$ cat config.mk
export PLATFORM = sky130hd
export DESIGN_NAME = fetch_unit_flat
export DESIGN_NICKNAME = d
export VERILOG_FILES = /design/src/rtl/fetch_unit_pkg.sv /design/src/rtl/fetch_unit_if.sv /design/src/rtl/fetch_unit_fifo.sv /design/src/rtl/fetch_unit.sv /design/src/flat_wrapper.sv
export SDC_FILE = /design/constraint.sdc
export NUM_CORES = 1
export LEC_CHECK = 0
export CORE_MARGIN = 2
export CORE_UTILIZATION = 54
export CTS_CLUSTER_SIZE = 12
export DETAILED_ROUTE_END_ITERATION = 16
export PLACE_DENSITY = 0.88
export RECOVER_POWER = 100
export SLEW_MARGIN = 20
export SYNTH_ARGS = -nofsm -noshare
export SYNTH_HDL_FRONTEND = slang
export SYNTH_SLANG_ARGS = --single-unit
export TNS_END_PERCENT = 5
$ cat constraint.sdc
create_clock -name clk -period 19.1 [get_ports clk]
set_input_delay 5.73 -clock clk [delete_from_list [all_inputs] [get_ports clk]]
set_output_delay 5.73 -clock clk [all_outputs]
set_load 0.1 [all_outputs]
$ cat src/rtl/fetch_unit_pkg.sv
// Shared definitions for the instruction-fetch slice: reset PC, instruction
// field positions, fetch FSM encodings and the buffered entry layout.
package fetch_unit_pkg;

   localparam logic [31:0] RESET_PC_DEF = 32'h0000_3000;

   localparam int OP_HI    = 31;
   localparam int OP_LO    = 26;
   localparam int FUNCT_HI = 5;
   localparam int FUNCT_LO = 0;

   typedef enum logic [1:0] {
      IDLE  = 2'd0,
      REQ   = 2'd1,
      DRAIN = 2'd2
   } fetch_state_t;

   typedef struct packed {
      logic [31:0] pc;
      logic [31:0] instr;
   } fetch_entry_t;

   function automatic logic [31:0] align_pc(input logic [31:0] pc);
      return pc & 32'hFFFF_FFFC;
   endfunction

endpackage

$ cat src/rtl/fetch_unit_if.sv
// Instruction-memory request/acknowledge bus between the fetch unit (master)
// and instruction memory (slave).
interface fetch_unit_if;
   logic        imem_req;
   logic [31:0] imem_addr;
   logic        imem_ack;
   logic [31:0] imem_rdata;

   modport master (output imem_req, imem_addr, input imem_ack, imem_rdata);
   modport slave  (input imem_req, imem_addr, output imem_ack, imem_rdata);
endinterface

$ cat src/rtl/fetch_unit_fifo.sv
// Synchronous instruction buffer of {pc, instr} entries; flush outranks push/pop.
module fetch_unit_fifo
   import fetch_unit_pkg::*;
#(
   parameter  int DEPTH = 2,
   localparam int AW    = $clog2(DEPTH),
   localparam int CW    = AW + 1
) (
   input  logic          clk,
   input  logic          rst,
   input  logic          push,
   input  logic          pop,
   input  logic          flush,
   input  fetch_entry_t  din,
   output logic          full,
   output logic          empty,
   output logic [CW-1:0] count,
   output fetch_entry_t  head
);

   fetch_entry_t  mem [DEPTH];
   logic [AW-1:0] rd_ptr;
   logic [AW-1:0] wr_ptr;
   logic          do_push;
   logic          do_pop;

   assign do_push = push && !full;
   assign do_pop  = pop && !empty;

   // Storage is cleared on reset so the head outputs read zero out of reset.
   always_ff @(posedge clk or posedge rst) begin
      if (rst) begin
         rd_ptr <= '0;
         wr_ptr <= '0;
         count  <= '0;
         for (int i = 0; i < DEPTH; i++) mem[i] <= '0;
      end else if (flush) begin
         rd_ptr <= '0;
         wr_ptr <= '0;
         count  <= '0;
      end else begin
         if (do_push) begin
            mem[wr_ptr] <= din;
            wr_ptr      <= wr_ptr + AW'(1);
         end
         if (do_pop) rd_ptr <= rd_ptr + AW'(1);
         count <= count + CW'(do_push) - CW'(do_pop);
      end
   end

   assign full  = (count == CW'(DEPTH));
   assign empty = (count == '0);
   assign head  = mem[rd_ptr];

endmodule

$ cat src/rtl/fetch_unit.sv
// Instruction-fetch stage: owns the PC, issues one word read at a time and
// buffers returned words for decode; a redirect flushes buffered and in-flight fetches.
module fetch_unit
   import fetch_unit_pkg::*;
#(
   parameter logic [31:0] RESET_PC   = RESET_PC_DEF,
   parameter int          FIFO_DEPTH = 2
) (
   input  logic               clk,
   input  logic               rst,
   fetch_unit_if.master       bus,
   input  logic               redirect,
   input  logic [31:0]        redirect_pc,
   output logic               instr_valid,
   input  logic               instr_ready,
   output logic [31:0]        instr,
   output logic [31:0]        instr_pc,
   output logic [5:0]         OpCode,
   output logic [5:0]         Funct
);

   localparam int CW = $clog2(FIFO_DEPTH) + 1;

   fetch_state_t  state;
   fetch_state_t  state_nxt;
   logic [31:0]   fetch_pc;
   logic [31:0]   fetch_pc_nxt;
   logic [31:0]   pending_pc;
   logic          pending_ld;
   logic          ack_fire;
   logic          push;
   logic          pop;
   logic          fifo_full;
   logic          fifo_empty;
   logic [CW-1:0] count;
   logic [CW-1:0] count_nxt;
   fetch_entry_t  din;
   fetch_entry_t  head;

   assign bus.imem_req  = (state == REQ) || (state == DRAIN);
   assign bus.imem_addr = fetch_pc;

   assign ack_fire  = bus.imem_req && bus.imem_ack;
   assign pop       = instr_ready && !fifo_empty && !redirect;
   assign push      = (state == REQ) && ack_fire && !redirect && !fifo_full;
   assign count_nxt = count + CW'(push) - CW'(pop);
   assign din       = '{pc: fetch_pc, instr: bus.imem_rdata};

   fetch_unit_fifo #(.DEPTH(FIFO_DEPTH)) u_fifo (
      .clk   (clk),
      .rst   (rst),
      .push  (push),
      .pop   (pop),
      .flush (redirect),
      .din   (din),
      .full  (fifo_full),
      .empty (fifo_empty),
      .count (count),
      .head  (head)
   );

   // A redirect that catches a request still waiting for its ack must let that
   // ack drain first, so the new target is parked in pending_pc meanwhile.
   always_comb begin
      state_nxt    = state;
      fetch_pc_nxt = fetch_pc;
      pending_ld   = 1'b0;
      if (redirect) begin
         if ((state != IDLE) && !ack_fire) begin
            pending_ld = 1'b1;
            state_nxt  = DRAIN;
         end else begin
            fetch_pc_nxt = align_pc(redirect_pc);
            state_nxt    = REQ;
         end
      end else begin
         case (state)
            IDLE: begin
               if (count_nxt < CW'(FIFO_DEPTH)) state_nxt = REQ;
            end
            REQ: begin
               if (ack_fire) begin
                  fetch_pc_nxt = fetch_pc + 32'd4;
                  state_nxt    = (count_nxt < CW'(FIFO_DEPTH)) ? REQ : IDLE;
               end
            end
            DRAIN: begin
               if (ack_fire) begin
                  fetch_pc_nxt = pending_pc;
                  state_nxt    = REQ;
               end
            end
            default: state_nxt = IDLE;
         endcase
      end
   end

   always_ff @(posedge clk or posedge rst) begin
      if (rst) begin
         state    <= IDLE;
         fetch_pc <= RESET_PC;
      end else begin
         state    <= state_nxt;
         fetch_pc <= fetch_pc_nxt;
      end
   end

   always_ff @(posedge clk) begin
      if (pending_ld) pending_pc <= align_pc(redirect_pc);
   end

   assign instr_valid = !fifo_empty;
   assign instr       = head.instr;
   assign instr_pc    = head.pc;
   assign OpCode      = head.instr[OP_HI:OP_LO];
   assign Funct       = head.instr[FUNCT_HI:FUNCT_LO];

endmodule

$ cat src/flat_wrapper.sv
// flat-port wrapper written by rule: the top's interface ports become plain ports
module fetch_unit_flat import fetch_unit_pkg::*;
#(
   parameter logic [31:0] RESET_PC   = RESET_PC_DEF,
   parameter int          FIFO_DEPTH = 2
)
  (clk, rst, redirect, redirect_pc, instr_valid, instr_ready, instr, instr_pc, OpCode, Funct, bus_imem_req, bus_imem_addr, bus_imem_ack, bus_imem_rdata);
  fetch_unit_if bus_i ();
  input  logic clk;
  input  logic rst;
  input  logic redirect;
  input  logic [31:0] redirect_pc;
  output logic instr_valid;
  input  logic instr_ready;
  output logic [31:0] instr;
  output logic [31:0] instr_pc;
  output logic [5:0] OpCode;
  output logic [5:0] Funct;
  output wire logic [$bits(bus_i.imem_req)-1:0] bus_imem_req;
  output wire logic [$bits(bus_i.imem_addr)-1:0] bus_imem_addr;
  input wire logic [$bits(bus_i.imem_ack)-1:0] bus_imem_ack;
  input wire logic [$bits(bus_i.imem_rdata)-1:0] bus_imem_rdata;
  assign bus_imem_req = bus_i.imem_req;
  assign bus_imem_addr = bus_i.imem_addr;
  assign bus_i.imem_ack = bus_imem_ack;
  assign bus_i.imem_rdata = bus_imem_rdata;
  fetch_unit #(.RESET_PC(RESET_PC), .FIFO_DEPTH(FIFO_DEPTH)) u_core (.clk(clk), .rst(rst), .bus(bus_i), .redirect(redirect), .redirect_pc(redirect_pc), .instr_valid(instr_valid), .instr_ready(instr_ready), .instr(instr), .instr_pc(instr_pc), .OpCode(OpCode), .Funct(Funct));
endmodule
## Word level (Yosys, flattened, before mapping)

Cells that the tools add are included.

- Flip-flop bits (word level): 196
- Input bits: 69
- Word-level logic and storage cells: 80
- Output and inout bits: 110

- Add/sub/neg operators: 7
- Eq/ne operators: 7
- Bitwise logic cells: 3
- Muxes and demuxes: 25
- Order comparisons: 4
- Reduce and logical (&&, ||, !) cells: 24

Operator list:

| kind | number |
|---|---|
| two-way mux 64 bit | 4 |
| bitwise mux 128 bit | 1 |
| two-way mux 32 bit | 4 |
| demux 64 bit (select 1 bit) | 1 |
| case mux 32 bit (2 select lines) | 1 |
| adder 32 x 3 -> 32 bit, second input constant | 1 |
| two-way mux 2 bit | 6 |
| logical AND 1 bit | 10 |
| != test 3 x 2 -> 1 bit, second input constant | 3 |
| two-way mux 1 bit | 7 |
| case mux 2 bit (3 select lines) | 1 |
| nonzero test 2 bit | 3 |
| adder 2 x 1 -> 2 bit | 2 |
| == test 2 bit, second input constant | 2 |
| >= comparator 2 bit, second input constant | 2 |
| zero test 1 bit | 4 |
| zero test 2 bit | 2 |
| NOT 1 -> 2 bit | 2 |
| AND reduction 4 bit | 1 |
| subtractor 2 x 1 -> 2 bit | 2 |
| AND reduction 3 bit | 1 |
| nonzero test 3 bit | 1 |
| adder 1 bit, second input constant | 2 |
| == test 2 x 1 -> 1 bit, second input constant | 1 |
| other kinds (6) | 6 |

## Depth between registers and ports, before layout

Gate-level depths: netlist (run 1).

- Depth in word-level cells: 13
- Gate-level depth with buffers: 10

## Cells and area by module

Synthesis (run 1) repeated with hierarchy kept, for this count alone.

- Cell total of the unflattened synthesis: 740
- Area total of the unflattened synthesis: 9346.5 µm²

By module, submodules not included:

| module | cells each | times used | area each (µm²) | sequential area each (µm²) |
|---|---|---|---|---|
| fetch_unit_fifo | 366 | 1 | 5746.8 | 3303.2 |
| fetch_unit | 374 | 1 | 3599.7 | 1704.1 |

## Worst setup path after synthesis (run 1)

OpenSTA, ideal clock, no wires.

- Path kind: reg2out
- From: register u_core.u_fifo.rd_ptr
- To: output port instr[26]
- Slack: 11489 ps
- Path buffers: 3
- Cell stages (with the launch flop): 5
- Data arrival time: 1881 ps
- Cell sequence: dfrtp_1 -> clkbuf_1 -> buf_1 -> mux2_2 -> buf_4

- Longest elaborated chain between the ends: 4

Ends and longest elaborated chain:

| what | line | source |
|---|---|---|
| from (decl) | fetch_unit_fifo.sv:22 | `logic [AW-1:0] rd_ptr;` |
| from (signal assigned) | fetch_unit_fifo.sv:46 | `if (do_pop) rd_ptr <= rd_ptr + AW'(1);` |
| NOT 1 -> 2 bit (not written as such) | fetch_unit_fifo.sv:53 | `assign head = mem[rd_ptr];` |
| two-way mux 64 bit (not written as such) (3 in series) | fetch_unit_fifo.sv:53 |  |
| to (decl) | flat_wrapper.sv:15 | `output logic [31:0] instr;` |

Every way passes these cells. The select of a mux whose other input is x is not followed.

==> tab_implementation.tex, run 1 <==
\begin{tabular}{lr}
\hline
Metric & Value \\
\hline
\multicolumn{2}{l}{\textbf{CTS}} \\
\quad Post-CTS clock slew at the launch and capture registers of the worst setup and hold paths & 0.07 ns \\
\quad Number of CTS-inserted buffers & 17 \\
\quad Clock Tree Buf Depth & 2 \\
\quad Clock tree from TritonCTS & yes \\
\quad Root Driver & sky130\_fd\_sc\_hd\_\_clkbuf\_16 \\
\quad Setup repair bufs after CTS & 0 \\
\quad Number of hold buffers added after CTS & 0 \\
\quad Post-cts gate resize count & 0 \\
\quad Number of levels the H-tree was split into & 4 \\
\quad CTS Sinks & 190 \\
\quad Source-to-sink clock delay at the later pin of the worst-skew pair & 0.42 ns \\
\multicolumn{2}{l}{\textbf{Yosys}} \\
\quad Share of synthesized area occupied by flip-flops and latches & 54.31\% \\
\quad Number of enable-type register cells in the synthesized netlist & 30 \\
\quad Yosys top cell by area & sky130\_fd\_sc\_hd\_\_dfrtp\_1 \\
\quad Avg Inst Size Synth & 12.80 um\^{}2 \\
\quad Dominant cell by count in the synthesized netlist & sky130\_fd\_sc\_hd\_\_mux2\_2 \\
\quad Post-synthesis sequential element count & 190 \\
\quad Number of cells produced by synthesis & 706 \\
\quad Proportion of register bits with asynchronous set or reset after synthesis & 84.21\% \\
\quad Count of synthesis-stage warnings from yosys & 0 \\
\quad Top cells by count, synth & sky130\_fd\_sc\_hd\_\_mux2\_2, sky130\_fd\_sc\_hd\_\_dfrtp\_1, sky130\_fd\_sc\_hd\_\_nor2\_1, sky130\_fd\_sc\_hd\_\_o21ai\_0, sky130\_fd\_sc\_hd\_\_edfxtp\_1 \\
\quad Cell area after technology mapping & 0.009036 mm\^{}2 \\
\quad Synth top area cells & sky130\_fd\_sc\_hd\_\_dfrtp\_1, sky130\_fd\_sc\_hd\_\_mux2\_2, sky130\_fd\_sc\_hd\_\_edfxtp\_1, sky130\_fd\_sc\_hd\_\_o21ai\_0, sky130\_fd\_sc\_hd\_\_nor2\_1 \\
\quad Post-synth top flop & sky130\_fd\_sc\_hd\_\_dfrtp\_1 \\
\quad Area share of the largest cell type after synthesis & 43.76\% \\
\quad Count of distinct cell types in the synthesized netlist & 59 \\
\multicolumn{2}{l}{\textbf{Floorplan}} \\
\quad Full die area & 0.01778 mm\^{}2 \\
\quad Number of core rows & 47 \\
\quad Die boundary width & 133.4 um \\
\quad Height of the die & 133.4 um \\
\quad Initial core utilization & 54.88\% \\
\quad Top-level I/O count & 179 \\
\quad Standard cell core area & 0.01647 mm\^{}2 \\
\multicolumn{2}{l}{\textbf{Layout}} \\
\quad Fill cells & 1217 \\
\quad \# nets final & 922 \\
\quad Final core utilization & 68.48\% \\
\quad Syn-to-layout area delta & 24.79\% \\
\quad Number of standard cells in the layout, taps in and fillers out & 1079 \\
\quad Share of final-layout standard cells stronger than drive strength 1 & 27.16\% \\
\multicolumn{2}{l}{\textbf{Timing}} \\
\quad TNS Setup & 0 ns \\
\quad Final-report max-slew violation count & 429 \\
\quad Worst slew margin relative to its limit & -187.2\% \\
\quad Setup clock skew after layout & 0.01005 ns \\
\quad RSZ-0062 raised after global routing & no \\
\quad Fin crit period & 11.30 ns \\
\quad Slew of the pin with the lowest slew margin & 4.285 ns \\
\quad Final worst path period share & 59.16\% \\
\quad Count of final hold-check violations & 0 \\
\quad Max Fclk & 88.49 MHz \\
\quad Number of failing setup endpoints in the final timing report & 0 \\
\multicolumn{2}{l}{\textbf{Setup path}} \\
\quad R2R Path End & u\_core.u\_fifo.mem[78] \\
\quad Signal arrival time at the worst endpoint & 11.11 ns \\
\quad Source of the worst register-to-register timing path & u\_core.state[0] \\
\quad Capturing element type of the critical path & asynchronous set/reset pin \\
\quad Category of the worst setup path launch point & input port \\
\quad Critical setup path kind & in2async \\
\quad Launch point of the worst path & rst \\
\quad Endpoint of the most critical setup path & u\_core.u\_fifo.mem[91] \\
\quad Register-to-register setup slack & 14.33 ns \\
\quad Worst path required time & 18.91 ns \\
\quad Worst r2r path cells & 7 \\
\quad Crit Path Max Fanout & 98 \\
\multicolumn{2}{l}{\textbf{Global routing}} \\
\quad First-pass GRT wire length & 33.18 mm \\
\quad Maximum number of pins on one net before global-route repair & 99 \\
\quad Residual overflow from global routing & 0 \\
\quad Antenna violations before repair & 1 \\
\quad Via count of the first global-routing pass & 6378 \\
\quad Global Route Usage Sum & 23.61\% \\
\multicolumn{2}{l}{\textbf{Min path}} \\
\quad Worst hold stages & 1 \\
\quad Worst min-delay path class & reg2reg \\
\multicolumn{2}{l}{\textbf{Detailed routing}} \\
\quad Wirelength, routed & 20.43 mm \\
\quad Via count normalized by instance count & 5.893 \\
\quad Iteration-0 DRC Markers & 461 \\
\quad Total via count after detailed routing & 6359 \\
\quad Total DRC errors in the routed layout & 0 \\
\quad Post-DRT Antenna Nets & 0 \\
\quad Wire length per cell after detailed routing & 18.93 um \\
\quad Number of detailed-route iterations in the first pass & 5 \\
\multicolumn{2}{l}{\textbf{Place}} \\
\quad Routability congestion estimate from global placement & 0.8044 \\
\quad Dpl cells & 1046 \\
\quad HPWL after DPL & 13.20 mm \\
\quad Buffers on Ports & 172 \\
\multicolumn{2}{l}{\textbf{Status}} \\
\quad Violated checks & capacitance limit, slew limit \\
\quad Run status & finished with violations \\
\multicolumn{2}{l}{\textbf{Flow run}} \\
\quad Max Cap Viol & 7 \\
\hline
\end{tabular}
worst min-delay path by stage:
stage,startpoint,to
floorplan,u_core.u_fifo.mem[0],u_core.u_fifo.mem[0]
global placement,u_core.u_fifo.mem[28],u_core.u_fifo.mem[28]
detailed placement,u_core.u_fifo.mem[18],u_core.u_fifo.mem[18]
CTS,u_core.u_fifo.mem[53],u_core.u_fifo.mem[53]
global route,u_core.u_fifo.mem[126],u_core.u_fifo.mem[126]
finish,u_core.u_fifo.mem[58],u_core.u_fifo.mem[58]
stage by stage:
step	setup slack (ns)	hold slack, ns	instance area, um^2
after floorplan	9.053	0.4737	9047
after global placement	10.45	0.4812	10730
after detailed placement	10.43	0.4866	10730
after CTS	10.19	0.5030	11300
after global routing	6.417	0.5146	11280
final	7.800	0.5029	11280
cell families after synthesis:
logic type	synth area share (%)
mux	23.29
fa+ha+maj	1.108
other cells	0.04150
xor+xnor	0.5816
flops	54.31
simple gates	7.159
compound gates	8.848
buf+inv	4.666
critical path: stages:
cell and delay (ns):
sky130_fd_sc_hd__dlygate4sd3_1 0.55, sky130_fd_sc_hd__clkinvlp_2 2.38, sky130_fd_sc_hd__clkbuf_1 2.43
sequential cells by signal (all words and copies together) (netlist names):
| signal | count |
|---|---|
| u_core.u_fifo.wr_ptr | 1 |
| u_core.u_fifo.mem | 124 |
| u_core.u_fifo.rd_ptr | 1 |
| u_core.state | 2 |
| u_core.pending_pc | 30 |
| u_core.u_fifo.count | 2 |
| u_core.bus.imem_addr | 30 |
routing by layer:
layer	GRT usage (%)	vias up	share of wire [%]
met4	9.397	0	1.4
met2	38.17	270	49
li1	-	2868	-
met3	4.795	28	6.5
met5	0	-	0
met1	31.53	3193	43
cell usage in the layout, fill, tap and decap left out, drive strengths merged, types with 6 or more instances in the layout:
cell type and instances:
mux2 186, dfrtp 158, dlygate4sd3 138, nor2 44, o21ai 43, clkdlybuf4s50 34, edfxtp 30, clkbuf 23
a21oi 22, nand2 20, inv 15, nand3 14, a22oi 11, nand4 11, a31oi 10, ha 8
and3 6, a222oi 6
layout make-up:
cell class | count | area [um^2] | share of cell area, %
clock inverters | 13 | 136.4 | 1.210
well taps | 220 | 275.3 | 2.441
repair buffers | 178 | 1752 | 15.53
flip-flops and latches | 190 | 4908 | 43.53
clock buffers | 19 | 432.9 | 3.839
diodes | 1 | 2.502 | 0.02219
inverters | 11 | 42.54 | 0.3773
multi-input cells | 447 | 3726 | 33.04
Power of run 1 is not shown: default switching activity piles up to over one toggle a cycle in this logic, so the estimate is an artifact.
==> run 2, diff against run 1 <==
Settings changed: CORE_UTILIZATION 54 to 52, PLACE_DENSITY 0.88 to 0.85.
Clock period 19.1 ns to 11.15 ns, I/O delays scaled along.
==> tab_implementation.tex, run 2 (synthesis gave the netlist of run 1 again) <==
\begin{tabular}{lr}
\hline
Metric & Value \\
\hline
\multicolumn{2}{l}{\textbf{CTS}} \\
\quad Clock tree from TritonCTS & yes \\
\quad Number of hold buffers added after CTS & 0 \\
\quad Source-to-sink clock delay at the later pin of the worst-skew pair & 0.43 ns \\
\quad Post-cts gate resize count & 0 \\
\quad CTS Sinks & 190 \\
\quad Clock Tree Buf Depth & 2 \\
\quad Setup repair bufs after CTS & 0 \\
\quad Number of CTS-inserted buffers & 17 \\
\quad Post-CTS clock slew at the launch and capture registers of the worst setup and hold paths & 0.07 ns \\
\quad Number of levels the H-tree was split into & 4 \\
\quad Root Driver & sky130\_fd\_sc\_hd\_\_clkbuf\_16 \\
\multicolumn{2}{l}{\textbf{Detailed routing}} \\
\quad Wire length per cell after detailed routing & 19.15 um \\
\quad Number of detailed-route iterations in the first pass & 8 \\
\quad Via count normalized by instance count & 5.853 \\
\quad Post-DRT Antenna Nets & 0 \\
\quad Wirelength, routed & 20.76 mm \\
\quad Total via count after detailed routing & 6345 \\
\quad Iteration-0 DRC Markers & 497 \\
\quad Total DRC errors in the routed layout & 0 \\
\multicolumn{2}{l}{\textbf{Timing}} \\
\quad RSZ-0062 raised after global routing & no \\
\quad Slew of the pin with the lowest slew margin & 4.913 ns \\
\quad Number of failing setup endpoints in the final timing report & 0 \\
\quad Worst slew margin relative to its limit & -229.3\% \\
\quad Count of final hold-check violations & 0 \\
\quad TNS Setup & 0 ns \\
\quad Setup clock skew after layout & 0.01085 ns \\
\quad Final worst path period share & 67.64\% \\
\quad Final-report max-slew violation count & 222 \\
\quad Max Fclk & 132.6 MHz \\
\quad Fin crit period & 7.542 ns \\
\multicolumn{2}{l}{\textbf{Floorplan}} \\
\quad Height of the die & 135.8 um \\
\quad Standard cell core area & 0.01712 mm\^{}2 \\
\quad Die boundary width & 135.8 um \\
\quad Full die area & 0.01845 mm\^{}2 \\
\quad Number of core rows & 48 \\
\quad Top-level I/O count & 179 \\
\quad Initial core utilization & 52.79\% \\
\multicolumn{2}{l}{\textbf{Setup path}} \\
\quad Category of the worst setup path launch point & input port \\
\quad Max stage delay on crit path & 1.48 ns \\
\quad Critical setup path kind & in2reg \\
\quad Crit path max-delay cell type & sky130\_fd\_sc\_hd\_\_clkbuf\_1 \\
\quad Worst r2r path cells & 7 \\
\quad CP delay by family, top & buffers and inverters \\
\quad Crit Path Max Fanout & 62 \\
\quad Worst path required time & 11.46 ns \\
\quad Ordered cell list for the critical path & dlygate4sd3\_1 > clkbuf\_1 > inv\_1 > o2111ai\_1 > inv\_1 > nand2\_2 > buf\_4 > mux2\_2 \\
\quad Signal arrival time at the worst endpoint & 7.86 ns \\
\quad Most used cell, CP & sky130\_fd\_sc\_hd\_\_inv\_1 \\
\quad Number of cells on the critical path & 8 \\
\quad Buf+Inv Stages, Crit Path & 5 \\
\quad Capturing element type of the critical path & flop \\
\multicolumn{2}{l}{\textbf{Global routing}} \\
\quad Maximum number of pins on one net before global-route repair & 113 \\
\quad Antenna violations before repair & 0 \\
\quad First-pass GRT wire length & 32.79 mm \\
\quad Global Route Usage Sum & 23.08\% \\
\quad Residual overflow from global routing & 0 \\
\quad Via count of the first global-routing pass & 6190 \\
\multicolumn{2}{l}{\textbf{Layout}} \\
\quad Number of flip-flops under the largest register name & 124 \\
\quad Ant. Diodes & 0 \\
\quad Number of standard cells in the layout, taps in and fillers out & 1084 \\
\quad Most common cell after layout, fill and taps aside & sky130\_fd\_sc\_hd\_\_mux2\_2 \\
\quad Syn-to-layout area delta & 25.28\% \\
\quad \# nets final & 923 \\
\quad Highest-count cells in the layout ignoring fill and taps & sky130\_fd\_sc\_hd\_\_mux2\_2, sky130\_fd\_sc\_hd\_\_dfrtp\_1, sky130\_fd\_sc\_hd\_\_dlygate4sd3\_1 \\
\quad Largest register by flop count & u\_core.u\_fifo.mem \\
\quad Share of final-layout standard cells stronger than drive strength 1 & 27.71\% \\
\multicolumn{2}{l}{\textbf{Min path}} \\
\quad Worst min-delay path class & reg2reg \\
\quad Worst hold stages & 1 \\
\multicolumn{2}{l}{\textbf{Place}} \\
\quad Routability congestion estimate from global placement & 0.8295 \\
\quad Dpl cells & 1052 \\
\quad HPWL after DPL & 13.37 mm \\
\quad Buffers on Ports & 172 \\
\multicolumn{2}{l}{\textbf{Status}} \\
\quad Run status & finished with violations \\
\quad Violated checks & capacitance limit, slew limit \\
\multicolumn{2}{l}{\textbf{Flow run}} \\
\quad Max Cap Viol & 3 \\
\hline
\end{tabular}
==> run 2: changes by cell type in the layout (fill, tap and decap cells not counted), moves of 2 or more <==
| cell | delta |
|---|---|
| sky130_fd_sc_hd__buf_4 | +3 |
| sky130_fd_sc_hd__clkbuf_1 | -4 |
| sky130_fd_sc_hd__clkinv_2 | -3 |
| sky130_fd_sc_hd__inv_6 | +2 |
| sky130_fd_sc_hd__inv_8 | +5 |
==> run 2: cell type report <==
cell class                      count  area [um^2]
Clock buffer                       17        425.4
Clock inverter                     15        167.7
Fill cell                        1324         5796
Inverter                           11        42.54
Multi-Input combinational cell    447         3729
Sequential cell                   190         4908
Tap cell                          225        281.5
Timing Repair Buffer              179         1767
==> run 2: layer usage <==
layer,vias to the layer above,track usage [%],share of wire (%)
met2,282,38.05,48
li1,2876,-,-
met4,0,8.623,2.0
met3,32,5.406,7.5
met5,-,0,0
met1,3155,29.82,42
==> run 2: final timing paths <==
kind                                  startpoint                       end  slack [ns]
max reg2reg                      u_core.state[0]  u_core.bus.imem_addr[24]        7.69
max in group asynchronous                    rst      u_core.u_fifo.rd_ptr        4.04
min reg2reg                u_core.u_fifo.mem[43]     u_core.u_fifo.mem[43]        0.50
max                                     redirect      u_core.u_fifo.mem[0]        3.61
min in group asynchronous                    rst     u_core.u_fifo.mem[18]        4.90
min                        u_core.u_fifo.mem[43]     u_core.u_fifo.mem[43]        0.50
==> run 2: metrics by stage <==
step           hold slack, ns  area, um^2  setup WS (ns)  util, %
2_1_floorplan          0.4737        9047          3.488        -
3_3_place_gp           0.4809       10740          4.795    62.74
3_5_place_dp           0.4878       10740          4.769    62.74
4_1_cts                0.5045       11330          4.728    66.21
5_1_grt                0.5166       11320          3.121    66.14
6_report               0.5025       11320          3.608    66.14
Power of run 2 is left out for the same reason.
